$ cat config.mk
export PLATFORM = sky130hd
export DESIGN_NAME = br_feedback_unit
export DESIGN_NICKNAME = d
export VERILOG_FILES = /design/src/rtl/br_feedback_unit_pkg.sv /design/src/rtl/br_feedback_unit_fb_fifo.sv /design/src/rtl/br_feedback_unit.sv
export SDC_FILE = /design/constraint.sdc
export NUM_CORES = 1
export LEC_CHECK = 0
export BUFFER_PORTS_ARGS = -buffer_cell sky130_fd_sc_hd__buf_4
export CAP_MARGIN = 10
export CORE_AREA = 2 2 177 179
export CTS_CLUSTER_DIAMETER = 50
export DETAILED_ROUTE_END_ITERATION = 10
export DIE_AREA = 0 0 179 181
export RECOVER_POWER = 100
export SLEW_MARGIN = 30
export SYNTH_ARGS = -nofsm -noshare
export SYNTH_HDL_FRONTEND = slang
export SYNTH_SLANG_ARGS = --single-unit
$ cat constraint.sdc
create_clock -name clk -period 6.9 [get_ports clk]
set_input_delay 1.38 -clock clk [delete_from_list [all_inputs] [get_ports clk]]
set_output_delay 1.38 -clock clk [all_outputs]
set_load 0.005 [all_outputs]
$ cat src/rtl/br_feedback_unit_pkg.sv
// rtl/br_feedback_unit_pkg.sv - shared types, constants and state encodings for the branch feedback unit
package br_feedback_unit_pkg;

    localparam int WORD_W = 32;
    localparam int ADDR_W = 32;

    localparam logic TRUE  = 1'b1;
    localparam logic FALSE = 1'b0;
    localparam logic [WORD_W-1:0] ZERO_WORD = '0;

    typedef logic [ADDR_W-1:0] addr_t;
    typedef logic [WORD_W-1:0] word_t;

    typedef enum logic {
        ST_IDLE  = 1'b0,
        ST_DRAIN = 1'b1
    } fsm_state_t;

    typedef struct packed {
        addr_t pc;
        logic  taken;
    } fb_entry_t;

    // Fall-through PC wraps modulo 2^32 with the natural adder width.
    function automatic addr_t redirect_target(input addr_t pc, input addr_t target, input logic taken);
        return taken ? target : pc + addr_t'(4);
    endfunction

endpackage

$ cat src/rtl/br_feedback_unit_fb_fifo.sv
// rtl/br_feedback_unit_fb_fifo.sv - circular FIFO of {pc, taken} BHT training entries
module br_feedback_unit_fb_fifo
    import br_feedback_unit_pkg::*;
#(
    parameter int DEPTH = 4
) (
    input  logic      clk,
    input  logic      rst,
    input  logic      i_push,
    input  fb_entry_t i_entry,
    input  logic      i_pop,
    output fb_entry_t o_head,
    output logic      o_full,
    output logic      o_empty
);

    localparam int PTR_W = (DEPTH > 1) ? $clog2(DEPTH) : 1;
    localparam int CNT_W = PTR_W + 1;
    localparam logic [CNT_W-1:0] FULL_CNT = CNT_W'(DEPTH);

    fb_entry_t        r_mem [DEPTH];
    logic [PTR_W-1:0] r_head;
    logic [PTR_W-1:0] r_tail;
    logic [CNT_W-1:0] r_count;

    logic w_push;
    logic w_pop;

    assign o_full  = (r_count == FULL_CNT);
    assign o_empty = (r_count == '0);
    assign w_push  = i_push && !o_full;
    assign w_pop   = i_pop && !o_empty;

    // Head is forced to zero when empty so the unwritten storage never leaks out.
    assign o_head  = o_empty ? '0 : r_mem[r_head];

    always_ff @(posedge clk) begin
        if (w_push) begin
            r_mem[r_tail] <= i_entry;
        end
    end

    always_ff @(posedge clk) begin
        if (rst) begin
            r_head  <= '0;
            r_tail  <= '0;
            r_count <= '0;
        end else begin
            if (w_push) begin
                r_tail <= r_tail + PTR_W'(1);
            end
            if (w_pop) begin
                r_head <= r_head + PTR_W'(1);
            end
            case ({w_push, w_pop})
                2'b10:   r_count <= r_count + CNT_W'(1);
                2'b01:   r_count <= r_count - CNT_W'(1);
                default: r_count <= r_count;
            endcase
        end
    end

endmodule

$ cat src/rtl/br_feedback_unit.sv
// rtl/br_feedback_unit.sv - branch resolution: mispredict redirect, wrong-path drain and BHT feedback queue
module br_feedback_unit
    import br_feedback_unit_pkg::*;
#(
    parameter int FB_DEPTH  = 4,
    parameter int DRAIN_CYC = 2,
    parameter int CNT_W     = 32
) (
    input  logic             clk,
    input  logic             rst,
    input  logic             rs_ena,
    output logic             rs_ready,
    input  logic             rs_is_br,
    input  logic [31:0]      rs_pc,
    input  logic             rs_taken_pred,
    input  logic             rs_taken_real,
    input  logic [31:0]      rs_target,
    input  logic             pd_ena,
    output logic             fb_ena,
    output logic             fb_taken_stat,
    output logic [31:0]      fb_pc,
    output logic             redirect_ena,
    output logic [31:0]      redirect_pc,
    output logic [CNT_W-1:0] cnt_br,
    output logic [CNT_W-1:0] cnt_miss
);

    localparam int DC_W = (DRAIN_CYC > 0) ? $clog2(DRAIN_CYC + 1) : 1;

    fsm_state_t      r_state;
    fsm_state_t      w_state_nxt;
    logic [DC_W-1:0] r_drain_cnt;
    logic [DC_W-1:0] w_drain_nxt;

    logic             r_redirect_ena;
    addr_t            r_redirect_pc;
    logic [CNT_W-1:0] r_cnt_br;
    logic [CNT_W-1:0] r_cnt_miss;

    logic      w_full;
    logic      w_empty;
    logic      w_accept;
    logic      w_miss;
    logic      w_push;
    logic      w_pop;
    fb_entry_t w_push_entry;
    fb_entry_t w_head;

    assign rs_ready     = (r_state == ST_IDLE) && !w_full;
    assign w_accept     = rs_ena && rs_ready;
    assign w_miss       = (rs_taken_real != rs_taken_pred);
    assign w_push       = w_accept && rs_is_br;
    assign w_pop        = !w_empty && pd_ena;
    assign w_push_entry = '{pc: rs_pc, taken: rs_taken_real};

    br_feedback_unit_fb_fifo #(
        .DEPTH (FB_DEPTH)
    ) u_fb_fifo (
        .clk     (clk),
        .rst     (rst),
        .i_push  (w_push),
        .i_entry (w_push_entry),
        .i_pop   (w_pop),
        .o_head  (w_head),
        .o_full  (w_full),
        .o_empty (w_empty)
    );

    assign fb_ena        = !w_empty;
    assign fb_pc         = w_head.pc;
    assign fb_taken_stat = w_head.taken;

    // The redirect cycle counts as the first drain cycle, so the counter starts at DRAIN_CYC.
    always_comb begin
        w_state_nxt = r_state;
        w_drain_nxt = r_drain_cnt;
        case (r_state)
            ST_IDLE: begin
                if (w_accept && w_miss) begin
                    w_state_nxt = ST_DRAIN;
                    w_drain_nxt = DC_W'(DRAIN_CYC);
                end
            end
            ST_DRAIN: begin
                if (r_drain_cnt <= DC_W'(1)) begin
                    w_state_nxt = ST_IDLE;
                    w_drain_nxt = '0;
                end else begin
                    w_drain_nxt = r_drain_cnt - DC_W'(1);
                end
            end
            default: begin
                w_state_nxt = ST_IDLE;
                w_drain_nxt = '0;
            end
        endcase
    end

    always_ff @(posedge clk) begin
        if (rst) begin
            r_state        <= ST_IDLE;
            r_drain_cnt    <= '0;
            r_redirect_ena <= FALSE;
            r_redirect_pc  <= ZERO_WORD;
            r_cnt_br       <= '0;
            r_cnt_miss     <= '0;
        end else begin
            r_state        <= w_state_nxt;
            r_drain_cnt    <= w_drain_nxt;
            r_redirect_ena <= FALSE;
            if (w_accept && w_miss) begin
                r_redirect_ena <= TRUE;
                r_redirect_pc  <= redirect_target(rs_pc, rs_target, rs_taken_real);
                r_cnt_miss     <= r_cnt_miss + CNT_W'(1);
            end
            if (w_push) begin
                r_cnt_br <= r_cnt_br + CNT_W'(1);
            end
        end
    end

    assign redirect_ena = r_redirect_ena;
    assign redirect_pc  = r_redirect_pc;
    assign cnt_br       = r_cnt_br;
    assign cnt_miss     = r_cnt_miss;

endmodule

==> results.sh <==
export IMPL_status="complete, but fails checks"
export IMPL_grt_use_total_pct=17.4
export IMPL_drive_gt1_share_pct=21.3
export IMPL_arrival_ns=5.08
export IMPL_endpoint_kind="flop"
export IMPL_hold_path_class="flop to flop"
export IMPL_routed_wl_um=28600
export IMPL_synth_edff_count=132
export IMPL_synthArstFlopShare_pct=0
export IMPL_grt_pass1_wl_um=43700
export IMPL_clkTransAtPathRegs_ns=0.06
export IMPL_finalCritPeriodShare_pct=68.7
export IMPL_timing_fmax_mhz=211
export IMPL_clock_sinks=241
export IMPL_crit_path_start_kind="input port"
export IMPL_use_met3_pct=3.98
export IMPL_synth_cell_types=54
export IMPL_cts_resized_gates=0
export IMPL_ant_nets=0
export IMPL_ios=203
export IMPL_dp_cells=1442
export IMPL_antenna_found_initial=1
export IMPL_skew_ns=0.0157
export IMPL_drtPass1Iterations=4
export IMPL_grt_max_degree=57
export IMPL_die_y_um=181
export IMPL_die_width_um=179
export IMPL_vias=7754
export IMPL_htreeDepth=1
export IMPL_tightest_slew_ns=2.60
export IMPL_cts_hold_buffers_added=0
export IMPL_synth_cells=881
export IMPL_numCtsBuffers=31
export IMPL_gp_congestion=0.784
export IMPL_seqCellArea_um2=6150
export IMPL_syn_area_per_cell_um2=11.9
export IMPL_gr_usage_met1_pct=23.5
export IMPL_syn_area_um2=10500
export IMPL_yosys_warnings=0
export IMPL_area_delta_synth_final_pct=25.5
export IMPL_maxCapViolations=7
export IMPL_clock_path_buffers=3
export IMPL_worstSetupPathType="input port to flop"
export IMPL_rsz0062_at_grt="false"
export IMPL_core_um2=30300
export IMPL_cp_data_required_time_ns=7.23
export IMPL_drt_initial_drc_count=425
export IMPL_io_buffers=202
export IMPL_ys_ff_latch=241
export IMPL_nets=1159
export IMPL_drcViolationCount=0
export IMPL_hold_viol_final=0
export IMPL_relSlewSlack_pct=-73.3
export IMPL_vias_per_cell=5.17
export IMPL_fillers=2936
export IMPL_cts_tree="yes"
export IMPL_gr_total_overflow=0
export IMPL_cts_setup_buffers=0
export IMPL_syn_num_nets=961
export IMPL_fin_cells=1501
export IMPL_start_util_pct=34.6
export IMPL_crit_fanout=47
export IMPL_min_period_ns=4.74
export IMPL_ir_drop_mv=0.186
export IMPL_gr_usage_met2_pct=27.8
export IMPL_setup_tns_ns=0
export IMPL_multi_input_area_um2=4060
export IMPL_first_global_vias=7551
export IMPL_ys_seq_area_share_pct=58.6
export IMPL_finalWorstSetupSlack_ns=2.16
export IMPL_wire_per_inst_um=19.1
export IMPL_dominantRegCellSynth="edfxtp_1"
export IMPL_p_leak_nw=4.49
export IMPL_placementRows=64
export IMPL_pwr_density_cell_nw_per_um2=300
export IMPL_dp_hpwl_um=19300
export IMPL_setup_viol=0
export IMPL_dp_slack_ns=3.36
export IMPL_ctsRootBufferMaster="clkbuf_16"
export IMPL_violations="capacitance limit, slew limit"
export IMPL_slew_violations=251
export IMPL_clock_latency_ns=0.55
export IMPL_gr_max_usage_layer="met2"
export IMPL_die_area_um2=32400
## power by group
| group | internal [mW] | total (mW) | switching [mW] |
|---|---|---|---|
| Combinational | 0.374 | 0.764 | 0.390 |
| Clock | 0.935 | 1.56 | 0.629 |
| Sequential | 1.58 | 1.61 | 0.0328 |
| Total | 2.89 | 3.94 | 1.05 |
## synthesized netlist by cell type, types with 2 or more instances
| master | n | area, um^2 |
|---|---|---|
| edfxtp_1 | 132 | 3960 |
| dfxtp_1 | 109 | 2180 |
| nor2_1 | 85 | 319 |
| xnor2_1 | 45 | 394 |
| nand3_1 | 44 | 220 |
| clkbuf_1 | 41 | 154 |
| nand2_1 | 40 | 150 |
| xor2_1 | 38 | 333 |
| and2_1 | 34 | 213 |
| mux4_2 | 33 | 743 |
| nand4_1 | 31 | 194 |
| a21oi_1 | 29 | 145 |
| nor3_1 | 23 | 115 |
| nor4_1 | 23 | 144 |
| inv_1 | 22 | 82.6 |
| and3_1 | 20 | 125 |
| o21ai_0 | 15 | 75.1 |
| o22ai_1 | 14 | 87.6 |
| or3_1 | 12 | 75.1 |
| and4_1 | 9 | 78.8 |
| a31oi_1 | 8 | 50.1 |
| ha_1 | 8 | 100 |
| a32o_1 | 6 | 60.1 |
| a211oi_1 | 5 | 37.5 |
| buf_1 | 5 | 18.8 |
| mux2i_1 | 5 | 50.1 |
| a2111oi_0 | 4 | 35.0 |
| a31o_2 | 4 | 35.0 |
| o211ai_1 | 4 | 30.0 |
| buf_2 | 3 | 15.0 |
| a221o_1 | 2 | 20.0 |
| clkinv_1 | 2 | 7.51 |
| nand2b_1 | 2 | 12.5 |
| nand3b_1 | 2 | 15.0 |
| o31ai_1 | 2 | 15.0 |
| or4b_1 | 2 | 20.0 |
## layout make-up
class | count | share of cell area [%]
clock buffers | 41 | 6.33
flip-flops and latches | 241 | 46.7
inverters | 24 | 0.685
repair buffers | 214 | 10.3
multi-input cells | 567 | 30.8
clock inverters | 17 | 1.34
diodes | 1 | 0.0190
well taps | 396 | 3.76
## per-stage QoR
stage / area, um^2 / hold slack (ns) / power (mW) / util [%]
6_report: 13200 / 0.464 / 3.94 / 43.4
5_1_grt: 13200 / 0.497 / 4.12 / 43.4
4_1_cts: 13400 / 0.463 / 4.03 / 44.2
3_5_place_dp: 12400 / 0.447 / 2.46 / 40.9
3_3_place_gp: 12400 / 0.445 / 2.45 / 40.8
2_1_floorplan: 10500 / 0.448 / 2.07 / -
## worst paths after layout
kind | depth (start not counted) | slack (ns) | end | from
min | 2 | 0.46 | redirect_pc[4]$_SDFFE_PP0P_ | redirect_pc[4]$_SDFFE_PP0P_
min reg2reg | 2 | 0.46 | redirect_pc[4]$_SDFFE_PP0P_ | redirect_pc[4]$_SDFFE_PP0P_
max reg2reg | 4 | 3.54 | u_fb_fifo.r_mem[3][12]$_DFFE_PP_ | r_state$_SDFF_PP0_
max | 7 | 2.16 | cnt_miss[5]$_SDFFE_PP0P_ | rs_taken_real
## worst max-delay path, stage by stage
cell and delay, ns:
clkbuf_1 1.47, xor2_1 0.31, nand3_1 0.29, clkbuf_1 1.09, nor3_1 0.22, xnor2_1 0.23
nor2_1 0.05
## state kept, by name, indices dropped and copies added, names as in the netlist, named ones only
signal and flops:
u_fb_fifo.r_mem 132, cnt_br 32, cnt_miss 32, redirect_pc 32, u_fb_fifo.r_count 3, r_drain_cnt 2, u_fb_fifo.r_head 2, u_fb_fifo.r_tail 2
r_state 1, redirect_ena 1
## logic make-up (layout without fill, tap and decap cells)
logic type	Yosys count	after routing	share of synthesized area, %
other	0	1	0
DFF	241	241	58.6
AOI/OAI and AO/OA	100	100	6.18
and+or+nand+nor	337	337	16.9
adders and majority gates	9	9	1.15
xor gates and xnor gates	83	83	6.93
buffers and inverters	73	296	2.65
muxes	38	38	7.56
## per-layer routing
metal  up-vias  share of wire [%]
li1       3683                  -
met1      3799                 44
met2       221                 47
met3        51                7.0
met4         0                2.9
met5         -                  0
## layout by cell type (no fill, tap or decap), types with 9 or more instances in the layout
master and count:
and3_1 20, nand3_1 44, clkbuf_16 31, nand2_1 40, nor3_1 23, inv_1 22
xnor2_1 45, clkbuf_1 73, edfxtp_1 132, nor2_1 85, clkbuf_4 81, mux4_2 33
or3_1 12, dfxtp_1 108, nand4_1 31, and4_1 9, o22ai_1 14, buf_4 67
a21oi_1 29, nor4_1 22, and2_0 26, o21ai_0 15, xor2_1 38
Power figures use the tool's default switching activity.
